`src/rtl/cpu_pkg.sv`:
```
// Types and constants shared by the fetch stage and its instruction buffer.
package cpu_pkg;

  typedef enum logic [1:0] {F_REQ, F_WAIT, F_DROP} fetch_state_t;

  typedef struct packed {
    logic [31:0] instr;
    logic [31:0] pc4;
  } fetch_entry_t;

  localparam logic [31:0] PC_INC = 32'd4;

endpackage

```
`src/rtl/fetch_fifo.sv`:
```
// Registered instruction buffer between fetch and decode; flush beats push and pop.
module fetch_fifo
  import cpu_pkg::*;
#(
  parameter  int DEPTH = 2,
  localparam int AW    = $clog2(DEPTH)
) (
  input  logic         clk,
  input  logic         rst_n,
  input  logic         push,
  input  logic         pop,
  input  logic         flush,
  input  fetch_entry_t wdata,
  output fetch_entry_t rdata,
  output logic [AW:0]  count,
  output logic         empty,
  output logic         full
);

  fetch_entry_t    mem [DEPTH];
  logic [AW-1:0]   rptr, wptr;
  logic            do_push, do_pop;

  assign do_push = push && !flush;
  assign do_pop  = pop && !empty && !flush;
  assign empty   = (count == '0);
  assign full    = (count == (AW+1)'(DEPTH));
  assign rdata   = mem[rptr];

  always_ff @(posedge clk) begin
    if (do_push) mem[wptr] <= wdata;
  end

  // DEPTH is a power of two, so the pointers wrap on their own
  always_ff @(posedge clk or negedge rst_n) begin
    if (!rst_n) begin
      rptr  <= '0;
      wptr  <= '0;
      count <= '0;
    end else if (flush) begin
      rptr  <= '0;
      wptr  <= '0;
      count <= '0;
    end else begin
      if (do_push) wptr <= wptr + 1'b1;
      if (do_pop)  rptr <= rptr + 1'b1;
      count <= count + (AW+1)'(do_push) - (AW+1)'(do_pop);
    end
  end

endmodule

```
`src/rtl/fetch_unit.sv`:
```
// Instruction fetch: PC, one-outstanding imem handshake, redirect flush, buffered
// {instr, pc+4} toward decode.
module fetch_unit
  import cpu_pkg::*;
#(
  parameter logic [31:0] RESET_PC   = 32'h0000_0000,
  parameter int          FIFO_DEPTH = 2
) (
  input  logic        clk,
  input  logic        rst_n,
  output logic        imem_req,
  output logic [31:0] imem_addr,
  input  logic        imem_gnt,
  input  logic        imem_rvalid,
  input  logic [31:0] imem_rdata,
  input  logic        redirect,
  input  logic [31:0] redirect_pc,
  output logic        if_valid,
  output logic [31:0] if_instr,
  output logic [31:0] if_pc4,
  input  logic        id_ready
);

  localparam int CW = $clog2(FIFO_DEPTH) + 1;

  fetch_state_t  state_q, state_d;
  logic [31:0]   pc_q, pc_d, out_addr_q, out_addr_d;
  logic          run_q;
  logic          push, pop, empty, full;
  logic [CW-1:0] count;
  fetch_entry_t  head, wentry;

  // run_q holds the request low during and for the first edge after reset
  assign imem_req  = run_q && (state_q == F_REQ) && (count < CW'(FIFO_DEPTH));
  assign imem_addr = pc_q;
  assign if_valid  = !empty;
  assign if_instr  = head.instr;
  assign if_pc4    = head.pc4;
  assign pop       = if_valid && id_ready && !redirect;
  assign wentry    = '{instr: imem_rdata, pc4: out_addr_q + PC_INC};

  always_comb begin
    state_d    = state_q;
    pc_d       = pc_q;
    out_addr_d = out_addr_q;
    push       = 1'b0;
    unique case (state_q)
      F_REQ: begin
        if (imem_req && imem_gnt) begin
          out_addr_d = pc_q;
          pc_d       = pc_q + PC_INC;
          state_d    = redirect ? F_DROP : F_WAIT;
        end
      end
      F_WAIT: begin
        if (imem_rvalid) begin
          push    = !redirect && (!full || pop);
          state_d = F_REQ;
        end else if (redirect) begin
          state_d = F_DROP;
        end
      end
      F_DROP: begin
        if (imem_rvalid) state_d = F_REQ;
      end
      default: state_d = F_REQ;
    endcase
    if (redirect) pc_d = redirect_pc & ~32'h3;
  end

  always_ff @(posedge clk or negedge rst_n) begin
    if (!rst_n) begin
      state_q    <= F_REQ;
      pc_q       <= RESET_PC;
      out_addr_q <= RESET_PC;
      run_q      <= 1'b0;
    end else begin
      state_q    <= state_d;
      pc_q       <= pc_d;
      out_addr_q <= out_addr_d;
      run_q      <= 1'b1;
    end
  end

  fetch_fifo #(.DEPTH(FIFO_DEPTH)) u_fifo (
    .clk   (clk),
    .rst_n (rst_n),
    .push  (push),
    .pop   (pop),
    .flush (redirect),
    .wdata (wentry),
    .rdata (head),
    .count (count),
    .empty (empty),
    .full  (full)
  );

endmodule

```
`config.mk`:
```
export PLATFORM = sky130hd
export DESIGN_NAME = fetch_unit
export DESIGN_NICKNAME = d
export VERILOG_FILES = /design/src/rtl/cpu_pkg.sv /design/src/rtl/fetch_fifo.sv /design/src/rtl/fetch_unit.sv
export SDC_FILE = /design/constraint.sdc
export NUM_CORES = 1
export LEC_CHECK = 0
export CORE_AREA = 2 2 133 122
export CTS_CLUSTER_SIZE = 28
export DETAILED_ROUTE_END_ITERATION = 16
export DIE_AREA = 0 0 135 124
export PLACE_DENSITY = 0.83
export SLEW_MARGIN = 0
export SYNTH_ARGS = -nofsm -noshare
export SYNTH_HDL_FRONTEND = slang
export SYNTH_SLANG_ARGS = --single-unit
```
`constraint.sdc`:
```
create_clock -name clk -period 14.6 [get_ports clk]
set_clock_uncertainty 0.15 [all_clocks]
set_input_delay 4.38 -clock clk [delete_from_list [all_inputs] [get_ports clk]]
set_output_delay 4.38 -clock clk [all_outputs]
set_load 0.02 [all_outputs]
```
# --- Yosys cells after proc, flatten, opt, wreduce, memory -nomap -nowiden ---
# Memories as Yosys holds them, arrays and structs flattened.
# Index checks and enable logic that the tools add are counted.
word_totals:
  reg_bits: 71
  output_inout_bits: 98
  n_memories: 1
  ramBits: 128
  in_bits: 70
memory_table:
  columns: ["memory", "depth", "width", "read_ports", "rd_clocked_by_memory_dff", "write_ports", "line", "text"]
  rows:
  - ["u_fifo.mem", 2, 64, 1, 0, 1, "fetch_fifo.sv:20", "fetch_entry_t mem [DEPTH];"]
op_classes:
  n_mux: 18
  n_lt_le_gt_ge: 1
  n_eq_ne: 6
  addsub: 6
  n_reduce_logical: 22
ops:
  columns: ["cell", "count"]
  rows:
  - ["$mux 32", 3]
  - ["$add 32x3->32 const B", 2]
  - ["$mux 2", 6]
  - ["$logic_and 1x1->1", 9]
  - ["$mux 1", 8]
  - ["$reduce_bool 2->1", 4]
  - ["$pmux 2 s3", 1]
  - ["$eq 2x2->1 const B", 2]
  - ["$logic_not 2->1", 2]
  - ["$reduce_and 2->1", 2]
  - ["$logic_not 1->1", 3]
  - ["$ne 3x3->1 const B", 1]
  - ["$reduce_and 3->1", 1]
  - ["$add 1x1->1 const B", 2]
  - ["$add 2x1->2", 1]
  - ["$eq 2x1->1 const B", 1]
  - ["$lt 2x2->1 const B", 1]
  - ["$ne 2x1->1 const B", 1]
  - ["$ne 2x2->1 const B", 1]
  - ["$sub 2x1->2", 1]
  - ["$logic_or 1x1->1", 1]

# --- Longest topological paths before layout ---
depth:
  depth_word: 12
  ltp_mapped: 10
  ltp_nobuf: 9

# --- Hierarchy ---
# Synthesis repeated with hierarchy kept, for this count alone.
hier_totals:
  hier_cells: 598
  hier_area_um2: 8441.8
modules_own_cells:
  columns: ["mod", "area_per_inst_um2", "n_inst", "cells_per_inst", "seq_area_each_um2"]
  rows:
  - ["fetch_fifo", 4858.4, 1, 222, 3943.8]
  - ["fetch_unit", 3583.4, 1, 376, 1576.5]

# --- Worst setup path before layout ---
# No wires, ideal clock.
synth_path:
  path_kind: "input-to-reg"
  startpoint: "input port redirect"
  endpoint: "memory u_fifo.mem[0][10] (netlist name), enable pin"
  setup_ns: 0.490
  path_slack_ns: 6.050
  t_arrival_ns: 7.910
  stages: 3
  cell_sequence: "clkbuf_1 > a2111oi_1 > nor2b_1"
synth_via:
  elab_chain_cells: 9
synth_lines:
  columns: ["item", "line", "text"]
  rows:
  - ["from (decl)", "fetch_unit.sv:16", "input logic redirect,"]
  - ["$logic_not 1->1 (*)", "fetch_fifo.sv:24, fetch_unit.sv:39, fetch_unit.sv:57", null]
  - ["$logic_and 1x1->1", "fetch_unit.sv:39", "assign pop = if_valid && id_ready && !redirect;"]
  - ["$logic_or 1x1->1", "fetch_unit.sv:57", "push = !redirect && (!full || pop);"]
  - ["$logic_and 1x1->1", "fetch_unit.sv:57", null]
  - ["$mux 1", "fetch_unit.sv:56", "if (imem_rvalid) begin"]
  - ["$mux 1", "fetch_unit.sv:47", "unique case (state_q)"]
  - ["$logic_and 1x1->1 (*)", "fetch_fifo.sv:24", "assign do_push = push && !flush;"]
  - ["$mux 1 (*)", "fetch_fifo.sv:31", "if (do_push) mem[wptr] <= wdata;"]
  - ["$mux 1 (implied by the code) (*)", "fetch_fifo.sv:31", null]
  - ["to (decl)", "fetch_fifo.sv:20", null]
# Mark *: on every way between the ends. The rest lies on a longest branch, timed or not.

# --- Worst setup path in the final report ---
layout_path:
  startpoint: "register u_fifo.rptr"
  endpoint: "output port if_pc4[17]"
layout_via:
  elab_chain_cells: 1
layout_lines:
  columns: ["item", "line", "text"]
  rows:
  - ["from (decl)", "fetch_fifo.sv:21", "logic [AW-1:0] rptr, wptr;"]
  - ["from (signal assigned)", "fetch_fifo.sv:46", "if (do_pop) rptr <= rptr + 1'b1;"]
  - ["$mem_v2 2x64", null, null]
  - ["to (decl)", "fetch_unit.sv:20", "output logic [31:0] if_pc4,"]
# No other way between the ends.

==> out/metrics.yaml <==
critical_path:
  critPathTopFamily: "buffers and inverters"
  max_stage_delay_ps: 640
  cp_max_fo: 63
  cp_cell_sequence: "buf_4 -> mux2_2 -> clkdlybuf4s50_1"
  crit_buf_inv: 2
  worstPathArrival_ps: 2420
  cp.required_ps: 10070
  critPathSlowestCell: "buf_4"
  path_class: "reg2out"
  start_kind: "register"
  cp-end-kind: "output port"
power_and_ir_drop:
  p_leak_nw: 3.738
  vdd_drop_max_v: 0.00008803
  p_per_area_mw_per_mm2: 124.3
finish:
  diodes: 0
  area_delta_synth_final_pct: 28.97
  stdcell_area_sq_mm: 0.01065
  finalNetCount: 816
  final_cell_mix: "clkdlybuf4s50_1 (160), edfxtp_1 (124), mux2_2 (91)"
  drive_gt1_share_pct: 17.88
  postLayoutCoreUtil_pct: 69.67
  layout_commonest_cell: "clkdlybuf4s50_1"
  final-seq-area_sq_mm: 0.005401
  multiInputGateArea_sq_mm: 0.002713
  fill_cells: 1033
cts:
  clock-sinks: 191
  cts_hold_buf: 0
  htreeDepth: 4
  path_clk_slew_ps: 70
  clk_path_buf_depth: 2
  cts_root_buf: "clkbuf_16"
  clock_latency_ps: 430
  cts_resized: 0
  cts_tree: "done"
  numCtsBuffers: 17
  cts_setup_buffers: 0
logic_synthesis:
  yosys_most_used_dff: "edfxtp_1"
  synth_top_area_share_pct: 45.11
  netlist_area_sq_mm: 0.008254
  ys_ff_latch: 191
  synth.distinct_cells: 38
  ys_warn_count: 0
  synth.avg_cell_area_sq_um: 14.16
  synthMuxAreaShare_pct: 12.54
  synth_area_leaders: "edfxtp_1 (45%), dfrtp_1 (20%), mux2_2 (12%)"
  yosysTopAreaCell: "edfxtp_1"
  synth_compound_area_share_pct: 4.184
  synth_top_family_by_area: "multiplexers"
  yosysSeqAreaShare_pct: 65.42
  synth_cells: 583
  synth_edf_count: 124
  yosys.area_share.simple_pct: 10.96
  async_flop_share_pct: 35.08
  synthXorXnorAreaFrac_pct: 4.244
  yosys.area_share.adder_pct: 0.6063
global_routing:
  grt-ovfl-total: 0
  grt_max_degree: 68
  grt_pass1_wl_mm: 25.73
  grt_pass1_vias: 5159
  grt.total_usage_pct: 19.88
  antenna_found_initial: 0
timing:
  min_period_ps: 6955
  fmax_mhz: 143.8
  tightestPinTransition_ps: 938.5
  tns_ps: 0
  relSlewSlack_pct: 37.28
  min_period_over_period_pct: 47.64
  hold_viol: 0
  drv_slew: 0
  setup-violations-final: 0
  rsz0062_at_grt: "false"
route:
  viasPerCell: 5.595
  dr.pass1.iters: 5
  finalWirelength_mm: 16.19
  ant_nets: 0
  post-route-drc-count: 0
  drt_iter0_markers: 305
  wl_per_cell_um: 16.92
  vias: 5354
place:
  dp_hpwl_mm: 10.51
  port_buffers: 161
  placedInstanceArea_sq_mm: 0.01005
  globalplace.congestion: 0.8220
floorplan:
  start_util_pct: 54.02
  die_x_um: 135
  fp.dieH_um: 124
  core-area_sq_mm: 0.01528
  boundaryPins: 168
  die_area_sq_mm: 0.01674
  rows: 43
job:
  max_cap_violations: 0
outcome:
  status: "completed"
hold_path:
  hp-class: "reg2reg"
-- registers in the layout, indices dropped and copies added, names as in the netlist --
| name | flops |
|---|---|
| u_fifo.rptr | 1 |
| state_q | 2 |
| u_fifo.wptr | 1 |
| out_addr_q | 30 |
| u_fifo.mem | 124 |
| run_q | 1 |
| imem_addr | 30 |
| u_fifo.count | 2 |
-- Yosys cell counts, types with 2 or more instances --
master and n:
ha_1 4, nand2_1 33, a31oi_1 16, buf_4 4, o21ai_0 17, nand2b_1 2
clkbuf_1 23, edfxtp_1 124, nand3_1 19, and2_1 6, and3_1 11, nor2b_1 3
dfrtp_1 67, nor3_1 2, buf_1 3, mux2_2 91, xnor2_1 27, o31ai_1 11
nand4_1 25, conb_1 2, nor4_2 2, o211ai_1 3, or3_1 8, inv_1 8
o31a_1 2, and4_1 9, nor2_1 27, xor2_1 13, or4_1 12
-- worst register-to-register path: cells and delay by family (launching register included) --
kind	cells	cell delay (ps)
DFF	1	440
AOI/OAI and AO/OA	1	170
and+or+nand+nor	3	2130
-- cells by family (layout without fill, tap and decap cells) --
kind of cell / after synthesis / count (layout)
AOI/OAI and AO/OA: 53 / 53
buffers and inverters: 39 / 208
DFF: 191 / 191
and+or+nand+nor: 162 / 162
other: 2 / 5
xor gates and xnor gates: 40 / 40
muxes: 92 / 92
adders and majority gates: 4 / 4
-- worst paths after layout --
| path | slack [ps] | start | depth (start not counted) | end |
|---|---|---|---|---|
| worst max-delay path | 7650 | u_fifo.rptr | 3 | if_pc4[17] |
| worst min-delay path | 390 | out_addr_q[31] | 1 | out_addr_q[31] |
| worst max register to register | 11640 | u_fifo.count[1] | 4 | imem_addr[31] |
| worst min register to register | 390 | out_addr_q[31] | 1 | out_addr_q[31] |
| max in group asynchronous | 9740 | rst_n | 2 | u_fifo.rptr |
| min in group asynchronous | 3970 | rst_n | 2 | state_q[1] |
-- through the flow --
stage | std cells | hold WS, ps | power [W] | setup slack (ps)
floorplan | 586 | 329.4 | 0.0007895 | 6050
global placement | 925 | 346.5 | 0.0008627 | 7367
detailed placement | 925 | 370.3 | 0.0008717 | 7257
CTS | 957 | 385.5 | 0.001332 | 7594
global route | 957 | 403.9 | 0.001379 | 7439
finish | 957 | 386.3 | 0.001324 | 7645
-- report_power, final --
group	switching (W)	internal, W
sequential	0.0000495	0.000631
combinational	0.0000867	0.0000976
clock	0.000190	0.000268
total	0.000326	0.000997
-- area by class of cell --
cell class,count,share of cell area [%]
Sequential cell,191,50.74
Tap cell,202,2.374
Timing Repair Buffer,167,15.51
Clock inverter,14,1.540
Multi-Input combinational cell,356,25.48
Inverter,9,0.3173
Clock buffer,18,4.032
-- layer usage --
metal / global-route usage, % / wire [um] / vias up
met4: 7.357 / 228 / 0
met2: 30.65 / 7382 / 236
met1: 27.96 / 7395 / 2571
li1: - / - / 2527
met3: 4.518 / 1182 / 20
met5: 0 / 0 / -
Power figures use the tool's default switching activity.
